File: src/rtl/mealy_step_scheduler.sv
// Round-robin scheduler feeding a shared 4-state step-counting FSM with gapped step pulses.
// Optional abort input/aborted output are built when MEALY_STEP_SCHED_ABORT_EN is defined.
module mealy_step_scheduler #(
  parameter int unsigned LEN_W = 4,
  parameter int unsigned GAP_W = 3
) (
  input  logic             clk,
  input  logic             rst,
  input  logic             req0_valid,
  input  logic [LEN_W-1:0] req0_len,
  output logic             req0_ready,
  input  logic             req1_valid,
  input  logic [LEN_W-1:0] req1_len,
  output logic             req1_ready,
  input  logic [GAP_W-1:0] gap,
  output logic             step_out,
  output logic             fsm_rst,
  output logic             busy,
  output logic             grant_id,
  output logic             done,
  output logic [1:0]       shadow_state
`ifdef MEALY_STEP_SCHED_ABORT_EN
  ,
  input  logic             abort,
  output logic             aborted
`endif
);

  typedef enum logic [2:0] {StInit, StIdle, StStep, StGap, StDone} state_e;

  state_e           state_q;
  logic [LEN_W-1:0] remaining_q;
  logic [GAP_W-1:0] gap_cfg_q;
  logic [GAP_W-1:0] gap_cnt_q;
  logic             win1;
  logic             accept;
  logic [LEN_W-1:0] acc_len;
  logic             abort_hit;

`ifdef MEALY_STEP_SCHED_ABORT_EN
  assign abort_hit = abort;
`else
  assign abort_hit = 1'b0;
`endif

  // On a tie the requester that did not own the last burst wins.
  always_comb begin
    win1       = req1_valid & (~req0_valid | ~grant_id);
    req1_ready = (state_q == StIdle) & win1;
    req0_ready = (state_q == StIdle) & req0_valid & ~win1;
    accept     = req0_ready | req1_ready;
    acc_len    = win1 ? req1_len : req0_len;
  end

  always_ff @(posedge clk or negedge rst) begin
    if (!rst) begin
      state_q      <= StInit;
      remaining_q  <= '0;
      gap_cfg_q    <= '0;
      gap_cnt_q    <= '0;
      step_out     <= 1'b0;
      fsm_rst      <= 1'b1;
      busy         <= 1'b0;
      grant_id     <= 1'b0;
      done         <= 1'b0;
      shadow_state <= 2'd0;
    end else begin
      step_out <= 1'b0;
      done     <= 1'b0;
      unique case (state_q)
        StInit: begin
          fsm_rst <= 1'b0;
          state_q <= StIdle;
        end
        StIdle: begin
          if (accept) begin
            grant_id    <= win1;
            busy        <= 1'b1;
            remaining_q <= acc_len;
            gap_cfg_q   <= gap;
            if (acc_len == '0) begin
              state_q <= StDone;
              done    <= 1'b1;
            end else begin
              state_q  <= StStep;
              step_out <= 1'b1;
            end
          end
        end
        StStep: begin
          remaining_q  <= remaining_q - LEN_W'(1);
          // Mirrors the FSM: S0->S1->S2->S3, then S3 wraps to S1.
          shadow_state <= (shadow_state == 2'd3) ? 2'd1 : shadow_state + 2'd1;
          if (remaining_q == LEN_W'(1) || abort_hit) begin
            state_q <= StDone;
            done    <= 1'b1;
          end else if (gap_cfg_q == '0) begin
            state_q  <= StStep;
            step_out <= 1'b1;
          end else begin
            state_q   <= StGap;
            gap_cnt_q <= gap_cfg_q;
          end
        end
        StGap: begin
          if (abort_hit) begin
            state_q <= StDone;
            done    <= 1'b1;
          end else if (gap_cnt_q == GAP_W'(1)) begin
            state_q  <= StStep;
            step_out <= 1'b1;
          end else begin
            gap_cnt_q <= gap_cnt_q - GAP_W'(1);
          end
        end
        StDone: begin
          busy    <= 1'b0;
          state_q <= StIdle;
        end
        default: state_q <= StInit;
      endcase
    end
  end

`ifdef MEALY_STEP_SCHED_ABORT_EN
  // A burst counts as cut short only if steps were still pending when abort hit.
  always_ff @(posedge clk or negedge rst) begin
    if (!rst) begin
      aborted <= 1'b0;
    end else if (state_q == StDone) begin
      aborted <= 1'b0;
    end else if (abort && ((state_q == StStep && remaining_q != LEN_W'(1)) ||
                           state_q == StGap)) begin
      aborted <= 1'b1;
    end
  end
`endif

endmodule

File: config.mk
export PLATFORM = sky130hd
export DESIGN_NAME = mealy_step_scheduler
export DESIGN_NICKNAME = d
export VERILOG_FILES = /design/src/rtl/mealy_step_scheduler.sv
export SDC_FILE = /design/constraint.sdc
export NUM_CORES = 1
export LEC_CHECK = 0
export ABC_CLOCK_PERIOD_IN_PS = 4300
export CELL_PAD_IN_SITES_DETAIL_PLACEMENT = 1
export CELL_PAD_IN_SITES_GLOBAL_PLACEMENT = 2
export CORE_ASPECT_RATIO = 0.9
export CORE_MARGIN = 2
export CORE_UTILIZATION = 33
export CTS_CLUSTER_DIAMETER = 120
export DETAILED_ROUTE_END_ITERATION = 12
export PLACE_DENSITY_LB_ADDON = 0.1
export SLEW_MARGIN = 25
export SYNTH_ARGS = -nofsm -noshare
export SYNTH_HDL_FRONTEND = slang
export SYNTH_SLANG_ARGS = --single-unit
export TNS_END_PERCENT = 30
File: constraint.sdc
create_clock -name clk -period 4.3 [get_ports clk]
set_clock_uncertainty 0.15 [all_clocks]
set_input_delay 0.645 -clock clk [delete_from_list [all_inputs] [get_ports clk]]
set_output_delay 0.645 -clock clk [all_outputs]
set_load 0.05 [all_outputs]
==> results.md <==
- Outcome: completed
- Wire length of the first global-routing pass: 4890 um
- Post-synthesis sequential area ratio: 0.432
- Synthesis Warnings: 0
- Starting DRT DRC Count: 14
- Share of the clock period used by the worst path: 0.772
- Overall die height: 60.3 um
- Arr. time, crit path: 2.53 ns
- Max frequency: 301 MHz
- Standard-cell row count: 20
- Cell Int Power: 0.000555 W
- Number of cells produced by synthesis: 122
- Via count: 972
- Diode insertion count for antenna repair: 0
- Initial Utilization: 0.344
- Most common cell on crit path: sky130_fd_sc_hd__clkdlybuf4s50_1
- Kind of start point of the critical path: primary input
- Final global-route overflow total: 0
- Detailed-route vias per instance: 5.17
- Netlist area before placement: 1160 um2
- DPL Wire Length: 2170 um
- Delay of the slowest critical-path stage: 0.73 ns
- Detailed-route wire length per cell: 14.8 um
- RSZ-0062 raised after global routing: false
- Time the final worst path needs with I/O delays and setup: 3.32 ns
- Count of boundary I/O pins: 24
- GRT Total Usage: 0.163
- Deepest clock path buffer count: 2
- Count of H-tree levels built during CTS: 1
- Reported max-cap violation count: 0
- TritonCTS clock tree: yes
- Share of layout cells above drive strength 1: 0.0833
- Library cell used as clock root buffer: sky130_fd_sc_hd__clkbuf_8
- Class of the tightest hold or removal check: primary input to asynchronous set/reset pin
- Setup violators final: 0
- Number of sinks handled by clock tree synthesis: 20
- CP Cell Sequence: clkdlybuf4s50_1, a21boi_1, nor2_1, clkdlybuf4s50_1
- Max-slew headroom at the worst pin: 0.603
- Final Wtd Congestion: 0.817
- Final worst hold slack: 0.174 ns
- Cell with the largest stage delay on the worst path: sky130_fd_sc_hd__clkdlybuf4s50_1
- Area occupied by registers: 502 um2
- Leakage power: 0.614 nW
- Synth cell types: 41
- Number of global-route vias before repair: 1004
- Multi-input gate area in the final layout: 608 um2
- Clock network latency to the later pin of the worst-skew pair: 0.26 ns
- Worst Path Max Fanout: 6
- Number of nets in the layout: 165
- Most frequent cells in the layout: 22 x sky130_fd_sc_hd__clkdlybuf4s50_1, 21 x sky130_fd_sc_hd__nand2_1, 19 x sky130_fd_sc_hd__dfrtp_1
- Number of fillers in the final layout: 393
- Startpoint-to-endpoint class of the critical path: primary input to output port
- Area added between synthesis and finish: 26.3%
- Number of antenna violations at the first check in global routing: 0
- Synthesized area per cell: 9.53 um2
- Number of gates given a new drive strength after cts: 0
- Largest net degree at the start of global routing: 21
- Part of the total power dissipated in combinational logic: 0.506
- Endpoint kind of the worst setup timing path: output port
- Register bit total from synthesis: 20
- Leading cell type in the layout, fill and taps excluded: sky130_fd_sc_hd__clkdlybuf4s50_1
- Pwr Density: 675 nW/um2
- Hold-fix buffers, CTS: 0
- Std-Cell Core Area: 3380 um2
- DR DRC count: 0
- Hold Fails Final Rpt: 0
- DIE WIDTH: 66.6 um
- Switching share of power: 0.441
- Worst-path clk slew: 0.08 ns
- Synth Net Count: 142
- Net switching power figure: 0.000437 W
- Clock buffer count from CTS: 3
- Final standard cell utilization of the core: 0.434
- Setup fix buffers added after clock tree synthesis: 0
- Pre-Repair DR Iteration Count: 3
- Final-report max-slew violation count: 0
- Sequential group share of total power: 0.347
- Data required time at the worst endpoint: 3.50 ns
- Port buffer count: 23
- Proportion of power drawn by the clock network: 0.148
- Max VDD drop: 0.210 mV
- Total detailed-routing wirelength: 2790 um
- Setup TNS after final layout: 0 ns
- Number of routed nets with antenna violations: 0
- Area of the die: 4010 um2
- Worst-margin pin slew: 0.591 ns
cells in the mapped netlist:
cell / n / share of area
sky130_fd_sc_hd__a211oi_1: 4 / 0.026
sky130_fd_sc_hd__a21boi_1: 1 / 0.0065
sky130_fd_sc_hd__a21oi_1: 2 / 0.0086
sky130_fd_sc_hd__a221oi_2: 1 / 0.013
sky130_fd_sc_hd__a22o_1: 1 / 0.0075
sky130_fd_sc_hd__a311oi_1: 1 / 0.0075
sky130_fd_sc_hd__and2_1: 2 / 0.011
sky130_fd_sc_hd__and3b_1: 1 / 0.0075
sky130_fd_sc_hd__buf_2: 3 / 0.013
sky130_fd_sc_hd__buf_6: 1 / 0.0097
sky130_fd_sc_hd__clkbuf_1: 1 / 0.0032
sky130_fd_sc_hd__dfrtp_1: 19 / 0.41
sky130_fd_sc_hd__dfstp_2: 1 / 0.023
sky130_fd_sc_hd__ha_1: 5 / 0.054
sky130_fd_sc_hd__inv_1: 6 / 0.019
sky130_fd_sc_hd__mux2_1: 1 / 0.0097
sky130_fd_sc_hd__mux2i_1: 2 / 0.017
sky130_fd_sc_hd__nand2_1: 21 / 0.068
sky130_fd_sc_hd__nand2b_1: 1 / 0.0054
sky130_fd_sc_hd__nand3_1: 2 / 0.0086
sky130_fd_sc_hd__nand3_2: 1 / 0.0086
sky130_fd_sc_hd__nand3b_1: 1 / 0.0065
sky130_fd_sc_hd__nor2_1: 8 / 0.026
sky130_fd_sc_hd__nor2_8: 1 / 0.017
sky130_fd_sc_hd__nor2b_1: 3 / 0.016
sky130_fd_sc_hd__nor3_1: 1 / 0.0043
sky130_fd_sc_hd__nor3b_1: 1 / 0.0065
sky130_fd_sc_hd__nor3b_2: 1 / 0.011
sky130_fd_sc_hd__nor3b_4: 1 / 0.016
sky130_fd_sc_hd__nor4_1: 2 / 0.011
sky130_fd_sc_hd__o211ai_1: 1 / 0.0065
sky130_fd_sc_hd__o21ai_0: 8 / 0.034
sky130_fd_sc_hd__o21ai_1: 3 / 0.013
sky130_fd_sc_hd__o221ai_1: 2 / 0.015
sky130_fd_sc_hd__o22ai_1: 3 / 0.016
sky130_fd_sc_hd__o31a_1: 2 / 0.015
sky130_fd_sc_hd__o32ai_1: 1 / 0.0075
sky130_fd_sc_hd__or3_1: 2 / 0.011
sky130_fd_sc_hd__or3b_1: 2 / 0.015
sky130_fd_sc_hd__or3b_4: 1 / 0.0097
sky130_fd_sc_hd__xor2_1: 1 / 0.0075
sequential cells by signal, summed over array words and instances (netlist names):
signal / flops
state_q: 3
grant_id: 1
done: 1
gap_cnt_q: 3
fsm_rst: 1
gap_cfg_q: 3
step_out: 1
busy: 1
remaining_q: 4
shadow_state: 2
critical path: cells and delay by family:
family | cells | cell delay, ns
buf+inv | 2 | 1.29
compound gates | 1 | 0.47
simple gates | 1 | 0.11
kinds of logic (layout without fill, tap and decap cells):
| kind of cell | Yosys count | in the layout | share of synthesized area |
|---|---|---|---|
| AOI/OAI and AO/OA | 30 | 30 | 0.177 |
| xor gates and xnor gates | 1 | 1 | 0.00754 |
| adders and majority gates | 5 | 5 | 0.0538 |
| buffers and inverters | 11 | 33 | 0.0452 |
| DFF | 20 | 20 | 0.432 |
| muxes | 3 | 3 | 0.0269 |
| and+or+nand+nor | 52 | 52 | 0.258 |
per-layer routing:
layer | up-vias | share of wire | track usage | wire length [um]
li1 | 476 | - | - | -
met1 | 482 | 0.48 | 0.222 | 1350
met2 | 10 | 0.48 | 0.267 | 1340
met3 | 4 | 0.025 | 0.0339 | 69
met4 | 0 | 0.0090 | 0.0437 | 25
met5 | - | 0 | 0 | 0
area by class of cell:
cell class,instances,share of cell area
inverters,6,0.0153
flip-flops and latches,20,0.342
clock buffers,4,0.0375
well taps,44,0.0375
multi-input cells,91,0.414
repair buffers,23,0.153
worst paths after layout:
check | startpoint | endpoint | slack, ns | cells past startpoint
min reg2reg | fsm_rst$_DFFE_PN1N_ | fsm_rst$_DFFE_PN1N_ | 0.31 | 1
max in group asynchronous | rst | fsm_rst$_DFFE_PN1N_ | 3.48 | 1
min in group clk | fsm_rst$_DFFE_PN1N_ | fsm_rst$_DFFE_PN1N_ | 0.31 | 1
min | rst | shadow_state[0]$_DFFE_PN0P_ | 0.17 | 1
max | req1_valid | req0_ready | 0.98 | 4
max reg2reg | remaining_q[1]$_DFFE_PN0P_ | gap_cnt_q[1]$_DFFE_PN0P_ | 2.34 | 6
power groups by stage:
stage                     Combinational [W]  Sequential (W)  Clock [W]
after floorplan                    0.000337        0.000378          0
after CTS                          0.000513        0.000346   0.000152
after detailed placement           0.000511        0.000349          0
final                              0.000501        0.000344   0.000146
after global routing               0.000568        0.000360   0.000157
after global placement             0.000496        0.000345          0
per-stage QoR:
| step | instances | setup slack [ns] | cell area (um2) | total power, W |
|---|---|---|---|---|
| after CTS | 188 | 0.953 | 1470 | 0.00101 |
| after global placement | 184 | 1.05 | 1420 | 0.000841 |
| after floorplan | 122 | 1.88 | 1160 | 0.000715 |
| after detailed placement | 184 | 0.939 | 1420 | 0.000860 |
| final | 188 | 0.978 | 1470 | 0.000991 |
| after global routing | 188 | 0.837 | 1470 | 0.00108 |
Note: power is estimated with default switching activity, not from simulation.
